`config.mk`:
```
export PLATFORM = sky130hd
export DESIGN_NAME = mm_ctrl_param
export DESIGN_NICKNAME = d
export VERILOG_FILES = /design/src/rtl/mm_pkg.sv /design/src/rtl/mm_result_serializer.sv /design/src/rtl/mm_ctrl_param.sv
export SDC_FILE = /design/constraint.sdc
export NUM_CORES = 1
export LEC_CHECK = 0
export CAP_MARGIN = 15
export CORE_ASPECT_RATIO = 1.75
export CORE_MARGIN = 4
export CORE_UTILIZATION = 42
export CTS_CLUSTER_DIAMETER = 50
export DETAILED_ROUTE_END_ITERATION = 16
export PLACE_DENSITY = 0.67
export RECOVER_POWER = 50
export SLEW_MARGIN = 10
export SYNTH_ARGS = -nofsm -noshare
export SYNTH_HDL_FRONTEND = slang
export SYNTH_SLANG_ARGS = --single-unit
export TNS_END_PERCENT = 50
```
`constraint.sdc`:
```
create_clock -name clk -period 3.8 [get_ports clk]
set_clock_uncertainty 0.2 [all_clocks]
set_input_delay 1.14 -clock clk [delete_from_list [all_inputs] [get_ports clk]]
set_output_delay 1.14 -clock clk [all_outputs]
set_load 0.03 [all_outputs]
```
`src/rtl/mm_pkg.sv`:
```
// Shared definitions for the matrix-multiply protocol controller: state codes,
// the default frame header and width helpers.
package mm_pkg;

  localparam logic [3:0] ST_IDLE      = 4'd0;
  localparam logic [3:0] ST_RX_SIZE   = 4'd1;
  localparam logic [3:0] ST_RX_A      = 4'd2;
  localparam logic [3:0] ST_RX_B      = 4'd3;
  localparam logic [3:0] ST_START     = 4'd4;
  localparam logic [3:0] ST_WAIT_DONE = 4'd5;
  localparam logic [3:0] ST_TX_FETCH  = 4'd6;
  localparam logic [3:0] ST_TX_SEND   = 4'd7;
  localparam logic [3:0] ST_TX_WAIT   = 4'd8;
  localparam logic [3:0] ST_ERROR     = 4'd9;

  localparam logic [7:0] HEADER_DEFAULT = 8'hA5;

  // Element index width; clamped to 1 so MAX_N=1 still yields a real bus.
  function automatic int calc_aw(input int max_n);
    int w;
    w = $clog2(max_n * max_n);
    return (w < 1) ? 1 : w;
  endfunction

  function automatic int calc_sw(input int max_n);
    return $clog2(max_n + 1);
  endfunction

  function automatic int calc_bw(input int res_bytes);
    int w;
    w = $clog2(res_bytes);
    return (w < 1) ? 1 : w;
  endfunction

endpackage

```
`src/rtl/mm_result_serializer.sv`:
```
// Splits one result element into bytes (MSB first) and runs the per-byte
// handshake with the UART transmitter.
module mm_result_serializer
  import mm_pkg::*;
#(
  parameter int RES_BYTES = 2
) (
  input  logic                   clk,
  input  logic                   rst_n,
  input  logic                   load_i,
  input  logic [8*RES_BYTES-1:0] data_i,
  input  logic                   send_i,
  input  logic                   wait_i,
  input  logic                   tx_busy_i,
  output logic                   tx_start_o,
  output logic [7:0]             tx_data_o,
  output logic                   fire_o,
  output logic                   adv_o,
  output logic                   last_o
);

  localparam int BW = calc_bw(RES_BYTES);
  localparam int DW = 8 * RES_BYTES;

  logic [DW-1:0] shift_q, shift_d;
  logic [BW-1:0] idx_q, idx_d;
  logic          first_q, first_d;
  logic          tx_start_q, tx_start_d;
  logic [7:0]    tx_data_q, tx_data_d;

  assign fire_o = send_i & ~tx_busy_i;
  // The transmitter raises busy only after seeing tx_start, so the first
  // wait cycle carries stale busy information and is skipped.
  assign adv_o  = wait_i & ~first_q & ~tx_busy_i;
  assign last_o = (idx_q == BW'(RES_BYTES - 1));

  always_comb begin
    shift_d    = shift_q;
    idx_d      = idx_q;
    first_d    = first_q;
    tx_start_d = 1'b0;
    tx_data_d  = tx_data_q;
    if (load_i) begin
      shift_d = data_i;
      idx_d   = '0;
    end
    if (fire_o) begin
      tx_start_d = 1'b1;
      tx_data_d  = shift_q[DW-1 -: 8];
      first_d    = 1'b1;
    end
    if (wait_i && first_q) begin
      first_d = 1'b0;
    end
    if (adv_o && !last_o) begin
      shift_d = shift_q << 8;
      idx_d   = idx_q + BW'(1);
    end
  end

  always_ff @(posedge clk or negedge rst_n) begin
    if (!rst_n) begin
      shift_q    <= '0;
      idx_q      <= '0;
      first_q    <= 1'b0;
      tx_start_q <= 1'b0;
      tx_data_q  <= '0;
    end else begin
      shift_q    <= shift_d;
      idx_q      <= idx_d;
      first_q    <= first_d;
      tx_start_q <= tx_start_d;
      tx_data_q  <= tx_data_d;
    end
  end

  assign tx_start_o = tx_start_q;
  assign tx_data_o  = tx_data_q;

endmodule

```
`src/rtl/mm_ctrl_param.sv`:
```
// Frame receiver and sequencer for the UART matrix-multiply datapath.
// state      | meaning
// IDLE       | waiting for header byte
// RX_SIZE    | waiting for matrix size N
// RX_A/RX_B  | receiving N*N operand bytes into buffer A / B
// START      | pulsing mult_start
// WAIT_DONE  | waiting for multiplier completion
// TX_FETCH   | reading one result element (addr cycle, then capture)
// TX_SEND    | issuing tx_start once the transmitter is free
// TX_WAIT    | waiting for the transmitter to finish the byte
// ERROR      | one-cycle error state, back to IDLE
module mm_ctrl_param
  import mm_pkg::*;
#(
  parameter int         MAX_N     = 8,
  parameter int         RES_BYTES = 2,
  parameter logic [7:0] HEADER    = HEADER_DEFAULT,
  parameter int         TIMEOUT   = 1_000_000,
  localparam int        AW        = calc_aw(MAX_N),
  localparam int        SW        = calc_sw(MAX_N)
) (
  input  logic                   clk,
  input  logic                   rst_n,
  input  logic                   rx_valid,
  input  logic [7:0]             rx_data,
  input  logic                   tx_busy,
  input  logic                   mult_done,
  input  logic [8*RES_BYTES-1:0] res_rd_data,
  output logic                   wr_en_a,
  output logic                   wr_en_b,
  output logic [AW-1:0]          wr_addr,
  output logic [7:0]             wr_data,
  output logic [SW-1:0]          matrix_size,
  output logic                   mult_start,
  output logic [AW-1:0]          res_rd_addr,
  output logic                   tx_start,
  output logic [7:0]             tx_data,
  output logic                   busy,
  output logic                   error,
  output logic [3:0]             state
);

  localparam int CW = AW + 1;
  localparam int TW = $clog2(TIMEOUT + 1);
  localparam logic [TW-1:0] TMR_LOAD = TW'(TIMEOUT - 1);
  localparam logic [7:0]    MAX_N_B  = 8'(MAX_N);

  logic [3:0]    state_q, state_d;
  logic [CW-1:0] cnt_q, cnt_d;
  logic [SW-1:0] size_q, size_d;
  logic [TW-1:0] timer_q, timer_d;
  logic          err_q, err_d;
  logic          wr_en_a_q, wr_en_a_d, wr_en_b_q, wr_en_b_d;
  logic [AW-1:0] wr_addr_q, wr_addr_d;
  logic [7:0]    wr_data_q, wr_data_d;
  logic          mult_start_q, mult_start_d;
  logic [AW-1:0] rd_addr_q, rd_addr_d;
  logic          fetch_ph_q, fetch_ph_d;

  logic [CW-1:0] size_ext, nn, last_idx, cnt_nx;
  logic          in_rx, timeout, at_last, size_bad;
  logic          ser_load, ser_fire, ser_adv, ser_last;

  // Count is one bit wider than the element index so N*N never wraps.
  assign size_ext = CW'(size_q);
  assign nn       = size_ext * size_ext;
  assign last_idx = nn - CW'(1);
  assign cnt_nx   = cnt_q + CW'(1);
  assign at_last  = (cnt_q == last_idx);
  assign size_bad = (rx_data == 8'd0) || (rx_data > MAX_N_B);
  assign in_rx    = (state_q == ST_RX_SIZE) || (state_q == ST_RX_A) ||
                    (state_q == ST_RX_B);
  assign timeout  = in_rx && !rx_valid && (timer_q == '0);

  always_comb begin
    state_d      = state_q;
    cnt_d        = cnt_q;
    size_d       = size_q;
    err_d        = err_q;
    wr_en_a_d    = 1'b0;
    wr_en_b_d    = 1'b0;
    wr_addr_d    = wr_addr_q;
    wr_data_d    = wr_data_q;
    mult_start_d = 1'b0;
    rd_addr_d    = rd_addr_q;
    fetch_ph_d   = 1'b0;
    ser_load     = 1'b0;
    timer_d      = timer_q;

    // An arriving byte always reloads, so it wins over a same-cycle expiry.
    if (rx_valid) begin
      timer_d = TMR_LOAD;
    end else if (in_rx && timer_q != '0) begin
      timer_d = timer_q - TW'(1);
    end

    case (state_q)
      ST_IDLE: begin
        if (rx_valid && rx_data == HEADER) begin
          state_d = ST_RX_SIZE;
          err_d   = 1'b0;
        end
      end
      ST_RX_SIZE: begin
        if (rx_valid) begin
          if (size_bad) begin
            state_d = ST_ERROR;
            err_d   = 1'b1;
          end else begin
            size_d  = rx_data[SW-1:0];
            cnt_d   = '0;
            state_d = ST_RX_A;
          end
        end else if (timeout) begin
          state_d = ST_ERROR;
          err_d   = 1'b1;
        end
      end
      ST_RX_A, ST_RX_B: begin
        if (rx_valid) begin
          wr_en_a_d = (state_q == ST_RX_A);
          wr_en_b_d = (state_q == ST_RX_B);
          wr_addr_d = cnt_q[AW-1:0];
          wr_data_d = rx_data;
          if (at_last) begin
            cnt_d   = '0;
            state_d = (state_q == ST_RX_A) ? ST_RX_B : ST_START;
          end else begin
            cnt_d = cnt_nx;
          end
        end else if (timeout) begin
          state_d = ST_ERROR;
          err_d   = 1'b1;
        end
      end
      ST_START: begin
        mult_start_d = 1'b1;
        state_d      = ST_WAIT_DONE;
      end
      ST_WAIT_DONE: begin
        if (mult_done) begin
          cnt_d     = '0;
          rd_addr_d = '0;
          state_d   = ST_TX_FETCH;
        end
      end
      ST_TX_FETCH: begin
        if (!fetch_ph_q) begin
          fetch_ph_d = 1'b1;
        end else begin
          ser_load = 1'b1;
          state_d  = ST_TX_SEND;
        end
      end
      ST_TX_SEND: begin
        if (ser_fire) state_d = ST_TX_WAIT;
      end
      ST_TX_WAIT: begin
        if (ser_adv) begin
          if (!ser_last) begin
            state_d = ST_TX_SEND;
          end else if (at_last) begin
            state_d = ST_IDLE;
          end else begin
            cnt_d     = cnt_nx;
            rd_addr_d = cnt_nx[AW-1:0];
            state_d   = ST_TX_FETCH;
          end
        end
      end
      ST_ERROR: state_d = ST_IDLE;
      default:  state_d = ST_IDLE;
    endcase
  end

  always_ff @(posedge clk or negedge rst_n) begin
    if (!rst_n) begin
      state_q      <= ST_IDLE;
      cnt_q        <= '0;
      size_q       <= '0;
      timer_q      <= '0;
      err_q        <= 1'b0;
      wr_en_a_q    <= 1'b0;
      wr_en_b_q    <= 1'b0;
      wr_addr_q    <= '0;
      wr_data_q    <= '0;
      mult_start_q <= 1'b0;
      rd_addr_q    <= '0;
      fetch_ph_q   <= 1'b0;
    end else begin
      state_q      <= state_d;
      cnt_q        <= cnt_d;
      size_q       <= size_d;
      timer_q      <= timer_d;
      err_q        <= err_d;
      wr_en_a_q    <= wr_en_a_d;
      wr_en_b_q    <= wr_en_b_d;
      wr_addr_q    <= wr_addr_d;
      wr_data_q    <= wr_data_d;
      mult_start_q <= mult_start_d;
      rd_addr_q    <= rd_addr_d;
      fetch_ph_q   <= fetch_ph_d;
    end
  end

  mm_result_serializer #(
    .RES_BYTES(RES_BYTES)
  ) u_ser (
    .clk       (clk),
    .rst_n     (rst_n),
    .load_i    (ser_load),
    .data_i    (res_rd_data),
    .send_i    (state_q == ST_TX_SEND),
    .wait_i    (state_q == ST_TX_WAIT),
    .tx_busy_i (tx_busy),
    .tx_start_o(tx_start),
    .tx_data_o (tx_data),
    .fire_o    (ser_fire),
    .adv_o     (ser_adv),
    .last_o    (ser_last)
  );

  assign wr_en_a     = wr_en_a_q;
  assign wr_en_b     = wr_en_b_q;
  assign wr_addr     = wr_addr_q;
  assign wr_data     = wr_data_q;
  assign matrix_size = size_q;
  assign mult_start  = mult_start_q;
  assign res_rd_addr = rd_addr_q;
  assign busy        = (state_q != ST_IDLE);
  assign error       = err_q;
  assign state       = state_q;

endmodule

```
* Yosys cells after proc, flatten, opt, wreduce, memory -nomap -nowiden *
Cells that the tools add are included.

operators by class
  bitwise operators = 6
  reduce and logical (&&, ||, !) cells = 29
  muxes and demuxes = 52
  multipliers = 1
  $add $sub $neg = 4
  magnitude comparators = 1
  eq/ne operators = 23

operators with widths
  cell                     number
  $mux W7                  8
  $mux W20                 2
  $mux W4                  10
  $mux W16                 2
  $pmux W4 S8              1
  $pmux W7 S4              1
  $mux W6                  4
  $ne A2 B2 Y1 const B     11
  $logic_not A20 Y1        1
  $reduce_bool A20 Y1      1
  $sub A20 B1 Y20 const B  1
  $mux W1                  19
  $eq A4 B3 Y1 const B     4
  $pmux W6 S2              1
  $mux W3                  3
  $eq A4 B2 Y1 const B     2
  $eq A8 B8 Y1 const B     1
  $gt A8 B4 Y1 const B     1
  $logic_not A8 Y1         1
  $reduce_and A8 Y1        1
  $reduce_bool A2 Y1       4
  $reduce_bool A4 Y1       2
  $add A7 B1 Y7 const B    1
  $eq A7 B7 Y1             1
  20 further kinds         33

word-level totals
  logic and storage cells = 133
  input bits = 29
  bits in registers = 87

* Depth between registers and ports, before layout *
  depth in word-level cells = 8
  mapped depth = 15
  gate-level depth less buffers = 14

* Hierarchy *
A second synthesis with hierarchy kept.

unflattened totals
  cell total of the unflattened synthesis = 411
  area total of the unflattened synthesis = 4540.6 um^2

by module, submodules not included
  module                instances  cells an instance  area an instance (um^2)
  mm_ctrl_param         1          333                3384.5
  mm_result_serializer  1          78                 1156.1

* Worst setup path after synthesis *
Ideal clock, no wire load.

  path type = flip-flop to flip-flop
  start = reg size_q[3], in the netlist matrix_size[3]
  end = reg rd_addr_q[0], in the netlist res_rd_addr[0]
  path slack = -147 ps
  setup time = 125 ps
  buffers on the path = 1
  cell stages (with the launch flop) = 16
  required time = 3475 ps
  data arrival time = 3622 ps
  cell sequence = dfrtp_1 nor2b_4 or2b_1 o21ai_0 nand2_1 o21ai_0 xnor2_1 ha_1 ha_1 or2_2 a31oi_2 xnor2_2 nor4_4 a221o_1 buf_6 mux2_4

on the way
  cells in the longest elaborated chain, start to end = 5

ends and longest elaborated chain
  what                         line                  source
  from (decl)                  mm_ctrl_param.sv:50   logic [SW-1:0] size_q, size_d;
  from (signal assigned)       mm_ctrl_param.sv:193  size_q <= size_d;
  $mul A4 B4 Y7                mm_ctrl_param.sv:66   assign nn = size_ext * size_ext;
  $sub A7 B1 Y7                mm_ctrl_param.sv:67   assign last_idx = nn - CW'(1);
  $eq A7 B7 Y1                 mm_ctrl_param.sv:69   assign at_last = (cnt_q == last_idx);
  $ne A2 B2 Y1 (no line)       -
  $reduce_and A5 Y1 (no line)  -
  to (signal assigned)         mm_ctrl_param.sv:201  rd_addr_q <= rd_addr_d;
  to (decl)                    mm_ctrl_param.sv:57   logic [AW-1:0] rd_addr_q, rd_addr_d;

Every way passes these cells.
A chain may end at the register's enable or synchronous reset.

* Worst setup path in the final report *
  start = reg size_q[2], in the netlist matrix_size[2]
  end = reg rd_addr_q[2], in the netlist res_rd_addr[2]

The elaborated chain is that of the path after synthesis.

==> out/metrics.yaml <==
sta:
  whs_ps: 279
  worst_slew_margin_rel_pct: 2.23
  rsz0062_at_grt: "no"
  fmax_ghz: 0.278
  hold_violations: 0
  setup_viol: 0
  finalCriticalPeriod_ps: 3590
  final_max_slew_viol_count: 0
  tns_ps: 0
  tightestPinTransition_ps: 1470
  period_share_pct: 94.5
finish:
  num_antenna_cells: 0
  fillers: 939
  fin_util_pct: 54.5
  drive_gt1_share_pct: 13.0
  fin_nets: 585
  synthToLayoutAreaGrowth_pct: 27.6
  fin_cells: 683
critical_path:
  path_buf_inv: 1
  critical_path_class: "flop to flop"
  worstReg2RegEnd: "res_rd_addr[2]"
  worstSetupStartpointType: "flop"
  r2r_cells: 15
  crit_fanout: 6
  reg2reg_slack_ps: 210
  crit_chain: "nor2b_4 > or2b_1 > o21ai_0 > nand2_1 > o21ai_2 > xnor2_1 > ha_1 > ha_4 > or2_4 > a31oi_4 > xnor2_2 > nor4_4 > a221o_1 > buf_4 > mux2_4"
  setup.worst_path.end_class: "flop"
  critical_path_required_ps: 3830
  max_stage_delay_ps: 440
  arrival_ps: 3620
  r2r_start: "matrix_size[2]"
  crit_path_top_delay_cell: "dfrtp_2"
  cpLargestDelayFamily: "simple AND/OR/NAND/NOR gates"
synthesis:
  synth_cell_types: 62
  synth-seq-area-share_pct: 47.9
  synthCells: 470
  synth_fp_nets: 507
  synth_edf_count: 0
  yosysWarnings: 0
  synth_ff_type: "dfrtp_1"
  syn_avg_cell_area_sq_um: 9.67
  synth_seq_cells: 87
  async_flop_share_pct: 100
  synth_area_sq_um: 4540
placed_design:
  dp_hpwl_um: 8040
  gp_congestion: 0.906
  io_buffers: 70
  dpl.cell_count: 665
global_route:
  grt_pass1_vias: 3779
  grt_max_degree: 60
  grtUsageTotal_pct: 18.3
  globalRouteOverflowTotal: 0
  grt_pass1_wl_um: 18400
  antenna_found_initial: 0
clock_tree:
  path_clk_slew_ps: 70
  numClockSinks: 87
  clockBufferDepth: 2
  cts_root_buf: "clkbuf_16"
  cts_tree: "built"
  htree_levels: 3
  clk_latency_ps: 340
  cts_buffers: 9
hold_path:
  hold_path_end: "wr_data[0]"
  hold_class: "flop to flop"
  hold_start: "wr_data[0]"
  hold_depth: 2
routing:
  vias: 3691
  first_iter_violations: 175
  via_per_inst: 5.40
  first_pass_iters: 4
  ant_nets: 0
  routed_wl_um: 11000
  remaining_drc_errors: 0
  routedWlPerCell_um: 16.2
floorplanning:
  num_rows: 50
  dieArea_sq_um: 12600
  ioPinCount: 71
  initial_core_util_pct: 42.7
  die_w_um: 86.6
  core_area_sq_um: 10600
  die_y_um: 146
power_and_ir_drop:
  report.power.total_w: 0.00411
  p_leak_nw: 2.53
  power_density_nw_per_um2: 710
  vdd_ir_drop_max_uv: 389
status:
  status: "completed"
run:
  cap_violations: 0
## worst register-to-register path, cell delays in order (launching register included)
cell,delay [ps]
dfrtp_2,440
nor2b_4,130
or2b_1,220
o21ai_0,80
nand2_1,90
o21ai_2,80
xnor2_1,140
ha_1,280
ha_4,260
or2_4,260
a31oi_4,180
xnor2_2,100
nor4_4,360
a221o_1,200
buf_4,160
mux2_4,310
## flip-flops by register name (all words and copies together), names as in the netlist, 6 cells and up
| signal | flops |
|---|---|
| cnt_q | 7 |
| wr_data | 8 |
| u_ser.tx_data_o | 8 |
| res_rd_addr | 6 |
| wr_addr | 6 |
| timer_q | 20 |
| u_ser.shift_q | 16 |
## cells in the final DEF (no fill, tap or decap), drive strengths merged, types with 12 or more instances in the layout
cell type        n
clkbuf          14
dfrtp           87
nor2            36
nor4            12
nand2          101
clkdlybuf4s50   69
xnor2           18
buf             15
mux2            18
a21oi           19
## layer usage
layer	vias up	part of all wire, %	GRT usage, %
met5	-	0	0
met4	0	2.7	7.41
met3	22	2.8	3.12
met2	66	56	32.9
met1	1806	39	20.7
li1	1797	-	-
## metrics by stage
| step | setup WS [ps] | instance area, sq um |
|---|---|---|
| after CTS | 0.00977 | 5790 |
| after global placement | 73.6 | 5460 |
| final | 208 | 5800 |
| after floorplan | 6.39 | 4550 |
| after global routing | 34.6 | 5800 |
| after detailed placement | 26.8 | 5460 |
## cell usage after synthesis (4+ instances only)
cell      instances  area share (%)
nand2b_1          9             1.2
o21ai_0           7            0.77
or2_2             5            0.69
and2_1            5            0.69
dfrtp_1          87              48
nand3_1          10             1.1
nor4_1           10             1.4
inv_1             8            0.66
clkbuf_1         18             1.5
xnor2_1          17             3.3
nor2_1           36             3.0
nor3_1           10             1.1
xor2_1            9             1.7
mux2_4            5             1.7
ha_1              8             2.2
mux2_2           12             3.0
nand4_1           4            0.55
nand2_1         101             8.3
a22oi_1           8             1.3
nand3b_1          4            0.66
a21oi_1          19             2.1
or3_1             5            0.69
nor2b_1           5            0.69
a21o_1            4            0.66
## power by group
group	total (W)	switching (W)	internal, W
sequential	0.00129	0.000150	0.00114
clock	0.000969	0.000383	0.000586
combinational	0.00186	0.00103	0.000828
## final cells by class
class                           count  area (sq um)  area share [%]
Clock buffer                        9           225            3.89
Clock inverter                      7           104            1.79
Inverter                            8          30.0           0.518
Multi-Input combinational cell    353          2270            39.2
Sequential cell                    87          2180            37.6
Tap cell                          130           163            2.81
Timing Repair Buffer               89           825            14.2
## cells by family after synthesis
group | synth area share [%]
flops | 47.9
simple gates | 24.8
buf+inv | 2.70
fa+ha+maj | 2.20
compound gates | 11.2
mux | 5.31
xor+xnor | 5.86
## what timing repair did
action                     CTS  global route
setup endpoints to repair    0            15
setup buffers                0             2
hold buffers                 0             0
resized for setup            0             6
## worst max-delay path by stage
stage	slack, ps	depth (start not counted)	endpoint	start
5_1_grt	30	15	state[0]	matrix_size[2]
3_3_place_gp	70	15	res_rd_addr[2]	matrix_size[2]
4_1_cts	0.01	15	res_rd_addr[2]	matrix_size[2]
6_report	210	15	res_rd_addr[2]	matrix_size[2]
2_1_floorplan	6	15	res_rd_addr[0]	matrix_size[0]
3_5_place_dp	30	15	res_rd_addr[2]	matrix_size[2]
No activity file was read; power rests on OpenSTA's default activity.
